### config.mk
export PLATFORM = sky130hd
export DESIGN_NAME = add_round_key_seq
export DESIGN_NICKNAME = d
export VERILOG_FILES = /design/src/rtl/aes_pkg.sv /design/src/rtl/ark_lane_xor.sv /design/src/rtl/add_round_key_seq.sv
export SDC_FILE = /design/constraint.sdc
export NUM_CORES = 1
export LEC_CHECK = 0
export CORE_ASPECT_RATIO = 0.9
export CORE_MARGIN = 1.5
export CORE_UTILIZATION = 49
export CTS_CLUSTER_SIZE = 40
export DETAILED_ROUTE_END_ITERATION = 10
export PLACE_DENSITY_LB_ADDON = 0.1
export SETUP_SLACK_MARGIN = 0.4
export SLEW_MARGIN = 20
export SYNTH_ARGS = -nofsm -noshare
export SYNTH_HDL_FRONTEND = slang
export SYNTH_SLANG_ARGS = --single-unit
export TNS_END_PERCENT = 1
### constraint.sdc
create_clock -name clk -period 1.9 [get_ports clk]
set_input_delay 0.475 -clock clk [delete_from_list [all_inputs] [get_ports clk]]
set_output_delay 0.475 -clock clk [all_outputs]
set_load 0.02 [all_outputs]
### src/rtl/aes_pkg.sv
// Shared AES datapath definitions: default sizes, AddRoundKey FSM encoding, width helper.
package aes_pkg;

  localparam int unsigned WORD_SIZE_DEF  = 8;
  localparam int unsigned ARRAY_SIZE_DEF = 16;

  typedef enum logic [1:0] {
    ARK_IDLE = 2'd0,
    ARK_RUN  = 2'd1,
    ARK_DONE = 2'd2
  } ark_state_e;

  // Bits needed to count 0..value-1, never less than one bit.
  function automatic int unsigned clog2_min1(input int unsigned value);
    int unsigned w;
    w = 1;
    while ((32'd1 << w) < value) begin
      w = w + 32'd1;
    end
    return w;
  endfunction

endpackage

### src/rtl/ark_lane_xor.sv
// Combinational LANES-word XOR slice used by the sequential AddRoundKey engine.
module ark_lane_xor #(
  parameter int unsigned WORD_SIZE = 8,
  parameter int unsigned LANES     = 4
) (
  input  logic [WORD_SIZE*LANES-1:0] a,
  input  logic [WORD_SIZE*LANES-1:0] b,
  output logic [WORD_SIZE*LANES-1:0] y
);

  // Plain bitwise XOR; no field reduction is needed for AddRoundKey.
  always_comb begin
    y = a ^ b;
  end

endmodule

### src/rtl/add_round_key_seq.sv
// Sequential AddRoundKey: accepts a state/key pair, XORs LANES words per beat,
// then holds the result until downstream accepts it.
module add_round_key_seq
  import aes_pkg::*;
#(
  parameter int unsigned WORD_SIZE  = WORD_SIZE_DEF,
  parameter int unsigned ARRAY_SIZE = ARRAY_SIZE_DEF,
  parameter int unsigned LANES      = 4
) (
  input  logic                             clk,
  input  logic                             rst,
  input  logic                             in_valid,
  output logic                             in_ready,
  input  logic [WORD_SIZE*ARRAY_SIZE-1:0]  state,
  input  logic [WORD_SIZE*ARRAY_SIZE-1:0]  key,
  output logic                             out_valid,
  input  logic                             out_ready,
  output logic [WORD_SIZE*ARRAY_SIZE-1:0]  state_out,
  output logic                             busy
);

  localparam int unsigned STATE_W = WORD_SIZE * ARRAY_SIZE;
  localparam int unsigned SLICE_W = WORD_SIZE * LANES;
  localparam int unsigned BEATS   = ARRAY_SIZE / LANES;
  localparam int unsigned BEAT_W  = clog2_min1(BEATS);
  localparam logic [BEAT_W-1:0] LAST_BEAT = BEAT_W'(BEATS - 1);

  if ((ARRAY_SIZE % LANES) != 0) begin : g_bad_lanes
    $fatal(1, "add_round_key_seq: LANES must divide ARRAY_SIZE");
  end

  ark_state_e          fsm_q, fsm_d;
  logic [BEAT_W-1:0]   beat_q, beat_d;
  logic [STATE_W-1:0]  work_q, work_d;
  logic [STATE_W-1:0]  key_q, key_d;
  logic                out_valid_q, out_valid_d;
  logic                busy_q, busy_d;
  logic [SLICE_W-1:0]  slice_work, slice_key, slice_xor;

  // Beat-indexed mux selecting the slice to combine this cycle.
  always_comb begin
    slice_work = '0;
    slice_key  = '0;
    for (int unsigned b = 0; b < BEATS; b++) begin
      if (beat_q == BEAT_W'(b)) begin
        slice_work = work_q[b*SLICE_W +: SLICE_W];
        slice_key  = key_q[b*SLICE_W +: SLICE_W];
      end
    end
  end

  ark_lane_xor #(
    .WORD_SIZE (WORD_SIZE),
    .LANES     (LANES)
  ) u_lane_xor (
    .a (slice_work),
    .b (slice_key),
    .y (slice_xor)
  );

  // Next-state, datapath update and handshake decode.
  always_comb begin
    fsm_d    = fsm_q;
    beat_d   = beat_q;
    work_d   = work_q;
    key_d    = key_q;
    in_ready = 1'b0;
    case (fsm_q)
      ARK_IDLE: begin
        in_ready = 1'b1;
        if (in_valid) begin
          work_d = state;
          key_d  = key;
          beat_d = '0;
          fsm_d  = ARK_RUN;
        end
      end
      ARK_RUN: begin
        for (int unsigned b = 0; b < BEATS; b++) begin
          if (beat_q == BEAT_W'(b)) begin
            work_d[b*SLICE_W +: SLICE_W] = slice_xor;
          end
        end
        if (beat_q == LAST_BEAT) begin
          beat_d = '0;
          fsm_d  = ARK_DONE;
        end else begin
          beat_d = beat_q + BEAT_W'(1);
        end
      end
      ARK_DONE: begin
        if (out_ready) begin
          in_ready = 1'b1;
          if (in_valid) begin
            work_d = state;
            key_d  = key;
            beat_d = '0;
            fsm_d  = ARK_RUN;
          end else begin
            fsm_d = ARK_IDLE;
          end
        end
      end
      default: begin
        fsm_d  = ARK_IDLE;
        beat_d = '0;
      end
    endcase
    out_valid_d = (fsm_d == ARK_DONE);
    busy_d      = (fsm_d == ARK_RUN);
  end

  // State and datapath registers; reset discards any result in flight.
  always_ff @(posedge clk or negedge rst) begin
    if (!rst) begin
      fsm_q       <= ARK_IDLE;
      beat_q      <= '0;
      work_q      <= '0;
      key_q       <= '0;
      out_valid_q <= 1'b0;
      busy_q      <= 1'b0;
    end else begin
      fsm_q       <= fsm_d;
      beat_q      <= beat_d;
      work_q      <= work_d;
      key_q       <= key_d;
      out_valid_q <= out_valid_d;
      busy_q      <= busy_d;
    end
  end

  assign state_out = work_q;
  assign out_valid = out_valid_q;
  assign busy      = busy_q;

endmodule

==> impl_summary.md <==
Outcome
The run finished with clean final reports.

Setup path
The critical setup path kind is flip-flop to flip-flop. The critical path data arrival time is 2330 ps. The worst-case register-to-register setup slack is 50 ps. Data on the critical path is required at its endpoint by 2380 ps. The capture point of the worst reg-to-reg path is state_out[125]$_DFFE_PN0P_. Walking the worst path, the cells encountered are buf_6 > ha_4 > nor2b_4 > buf_12 > a22oi_1 > o21ai_4 > o22a_1. The stage delay of the slowest cell on the critical path is 450 ps.

Along the worst path, the maximum fanout reaches 17. The category of the worst setup path launch point is a flip-flop. STA classifies the critical path endpoint as a flip-flop. On the critical path, the stage with the largest delay is an instance of sky130_fd_sc_hd__dfrtp_2. For the worst flop-to-flop path, the logic depth is 7. The startpoint of the lowest-slack register-to-register path is beat_q[0]$_DFFE_PN0P_.

Layout
The fraction of final layout cells with drive strength greater than 1 is 21.8%. From synthesis to final layout, the design area changed by 52.3%. The finished layout holds 2347 standard cells, fillers aside. The final layout contains 2232 nets. The number of filler instances in the final layout is 1876.

Logic synthesis
The number of different library cells in the post-synthesis netlist is 42. The sequential-to-total area share from yosys stat is 47.7%. Counting flops with an async set or reset pin after synthesis yields a share of 100%. The number of flip-flops and latches in the synthesized netlist is 262.

The number of standard cells after synthesis is 1563. The number of synthesized flops with an enable pin is 0. The dominant synthesized flop cell is sky130_fd_sc_hd__dfrtp_1. The number of nets in the synthesized netlist is 1827. The total of warnings raised by yosys is 0. A synthesized cell averages 8.80 sq um. Ranked by total cell area, the synthesized netlist is headed by sky130_fd_sc_hd__dfrtp_1 (48%), sky130_fd_sc_hd__nand2_1 (11%), sky130_fd_sc_hd__o22a_1 (6.5%). The cell area after synthesis is 13800 sq um. The synthesized design spends more area on one cell type than any other, namely sky130_fd_sc_hd__dfrtp_1.

By count the netlist is led by sky130_fd_sc_hd__nand2_1 (390), sky130_fd_sc_hd__dfrtp_1 (262), sky130_fd_sc_hd__a21oi_1 (128). The most frequently used cell type in the post-synthesis netlist is sky130_fd_sc_hd__nand2_1. The share of synthesized area in the top cell type comes to 47.7%.

Clocking
The clock reaches the later pin of the worst-skew pair after 540 ps. TritonCTS built the clock tree. The cell at the root of the clock tree is sky130_fd_sc_hd__clkbuf_16.

The clock sink count is 262. In this run the number of H-tree levels came out at 1. After clock tree synthesis, the clock-pin slew on the worst setup and hold paths is 60 ps. The clock tree buffer depth is 3.

Clock tree synthesis inserted a total of 29 buffers.

Timing
The measured slew at the worst slew-check pin is 563 ps. The final number of hold-violating endpoints came to 0. The shortest period the worst path allows is 1850 ps.

In this run the tightest slew margin relative to its limit is 62.2%. Of the available clock period, the critical path in the final layout requires 97.6%. The number of pins exceeding their max-slew limit in the final report is 0. The worst hold slack is 386 ps. In the final timing run, aggregate negative setup slack is 0 ps. Setup repair after global routing could not meet its margin everywhere. For this run, the top clock speed supported by timing is 0.539 GHz. Setup slack on the critical path of the routed design comes to 46.4 ps.

Across the routed clock network, the largest skew measured is 8.04 ps. The count of endpoints failing setup in the final report is 0.

GRT
The first global-routing pass estimated 76900 microns of wire. The remaining global-route overflow is 0. The initial antenna violation count is 4. Global routing used 33.8% of the available tracks. The via count of the first global-routing pass is 13800.

Entering global routing, the biggest net connects 64 pins.

Die
The die extent in y is 162 microns. During I/O placement, the number of pins put on the boundary was 391. The die covers 29100 sq um. For this configuration, the core starts out at a cell density of 50.4%. In this run the horizontal extent of the chip is 180 microns.

The core area is 27300 sq um. The floorplan has 57 rows.

Pwr
Dividing total power by cell area gives a power density of 1950 nW/um^2. The highest ir drop seen on vdd is 963 uV. The total leakage power is 9.18 nW. The design draws 0.0409 W.

Routing
The number of nets with antenna violations after detailed routing is 0. The number of iterations in the first detailed-routing pass is 5. The via-per-instance ratio is 5.75. The post-route DRC violation count is 0. The detailed-route via count is 13500. In the final routed layout, each cell accounts on average for 21.8 microns. The detailed-route wire length is 51200 microns. The initial detailed-routing violation count is 990.

Place
The cell count after placement is 2282. The post-placement worst setup slack is -209 ps. The port buffer count is 390. The congestion estimate from routability-driven global placement came to 0.913.

The half-perimeter wire length after placement is 35300 microns.

Hold path
The class of the most critical hold timing path is input port to asynchronous set/reset pin.

Flow run
The tool flagged a number of max-cap violations equal to 0.
[power breakdown]
part | switching, W | internal, W | total [W]
Combinational | 0.0128 | 0.0110 | 0.0238
Sequential | 0.00303 | 0.00845 | 0.0115
Clock | 0.00228 | 0.00332 | 0.00560
Total | 0.0181 | 0.0228 | 0.0409
[repair_timing]
item                                   4_1_cts  5_1_grt
buffers inserted                             4        4
gates cloned                                 0        0
setup endpoints to repair                  388      390
gates resized for setup                    155      843
hold buffers                                 1        0
pin swaps                                    1       62
endpoints found under the hold margin       23        0
[worst max-delay path by stage]
stage / start / to / cells past startpoint
finish: beat_q[0]$_DFFE_PN0P_ / state_out[125]$_DFFE_PN0P_ / 7
global route: fsm_q[1]$_DFF_PN0_ / in_ready / 3
CTS: fsm_q[1]$_DFF_PN0_ / in_ready / 3
detailed placement: out_ready / key_q[116]$_DFFE_PN0P_ / 8
global placement: out_ready / in_ready / 4
floorplan: beat_q[1]$_DFFE_PN0P_ / state_out[26]$_DFFE_PN0P_ / 9
[layer usage]
metal / up-vias / part of all wire [%] / wire length, microns / track usage (%)
li1: 6070 / - / - / -
met1: 6603 / 40 / 20300 / 44.1
met2: 686 / 47 / 24300 / 54.4
met3: 128 / 9.2 / 4730 / 7.67
met4: 0 / 3.8 / 1940 / 14.2
met5: - / 0 / 0 / 0
[cells by family after synthesis]
logic type | after synthesis | share of synthesized area (%)
simple gates | 640 | 20.2
compound gates | 385 | 18.3
flops | 262 | 47.7
buf+inv | 142 | 5.22
xor+xnor | 128 | 8.15
fa+ha+maj | 4 | 0.364
mux | 2 | 0.155
[registers in the layout (all words and copies together), names as in the netlist]
signal,cells
key_q,128
state_out,128
beat_q,2
fsm_q,2
busy,1
out_valid,1
[final cells by class]
class,count,area [sq um],area share [%]
Multi-Input combinational cell,1159,7500,35.8
Tap cell,354,443,2.11
Timing Repair Buffer,487,5340,25.5
Inverter,29,109,0.520
Clock inverter,6,60.1,0.287
Sequential cell,262,6590,31.5
Antenna cell,4,10.0,0.0478
Clock buffer,46,890,4.25
[critical path: cells and delay by family (launching register included)]
family	cells	cell delay (ps)
fa+ha+maj	1	190
buf+inv	2	400
simple gates	1	170
flops	1	450
compound gates	3	570
[cells in the final DEF (no fill, tap or decap), types with 6 or more instances in the layout]
cell | synthesis | layout
sky130_fd_sc_hd__a21oi_1 | 128 | 119
sky130_fd_sc_hd__a21oi_2 | 0 | 9
sky130_fd_sc_hd__a221oi_2 | 0 | 9
sky130_fd_sc_hd__a221oi_4 | 0 | 17
sky130_fd_sc_hd__a22oi_1 | 12 | 6
sky130_fd_sc_hd__a22oi_2 | 0 | 6
sky130_fd_sc_hd__buf_12 | 0 | 38
sky130_fd_sc_hd__buf_4 | 6 | 42
sky130_fd_sc_hd__buf_6 | 10 | 138
sky130_fd_sc_hd__clkbuf_1 | 26 | 7
sky130_fd_sc_hd__clkbuf_16 | 0 | 29
sky130_fd_sc_hd__clkbuf_8 | 0 | 10
sky130_fd_sc_hd__clkdlybuf4s50_1 | 0 | 256
sky130_fd_sc_hd__dfrtp_1 | 262 | 234
sky130_fd_sc_hd__dfrtp_2 | 0 | 28
sky130_fd_sc_hd__dlygate4sd2_1 | 0 | 7
sky130_fd_sc_hd__inv_1 | 28 | 26
sky130_fd_sc_hd__nand2_1 | 390 | 384
sky130_fd_sc_hd__nand2b_1 | 100 | 98
sky130_fd_sc_hd__nand3_1 | 25 | 21
sky130_fd_sc_hd__nor2_1 | 107 | 103
sky130_fd_sc_hd__o21ai_0 | 77 | 24
sky130_fd_sc_hd__o21ai_1 | 1 | 23
sky130_fd_sc_hd__o21ai_2 | 7 | 17
sky130_fd_sc_hd__o21ai_4 | 0 | 21
sky130_fd_sc_hd__o22a_1 | 102 | 102
sky130_fd_sc_hd__o22ai_2 | 0 | 24
sky130_fd_sc_hd__xnor2_1 | 26 | 26
sky130_fd_sc_hd__xor2_1 | 102 | 102
[stage by stage]
| stage | area [sq um] | util [%] |
|---|---|---|
| after global routing | 20900 | 76.7 |
| after global placement | 18900 | 69.1 |
| final | 20900 | 76.7 |
| after floorplan | 13900 | - |
| after detailed placement | 18900 | 69.1 |
| after CTS | 19800 | 72.4 |
Power figures use the tool's default switching activity.
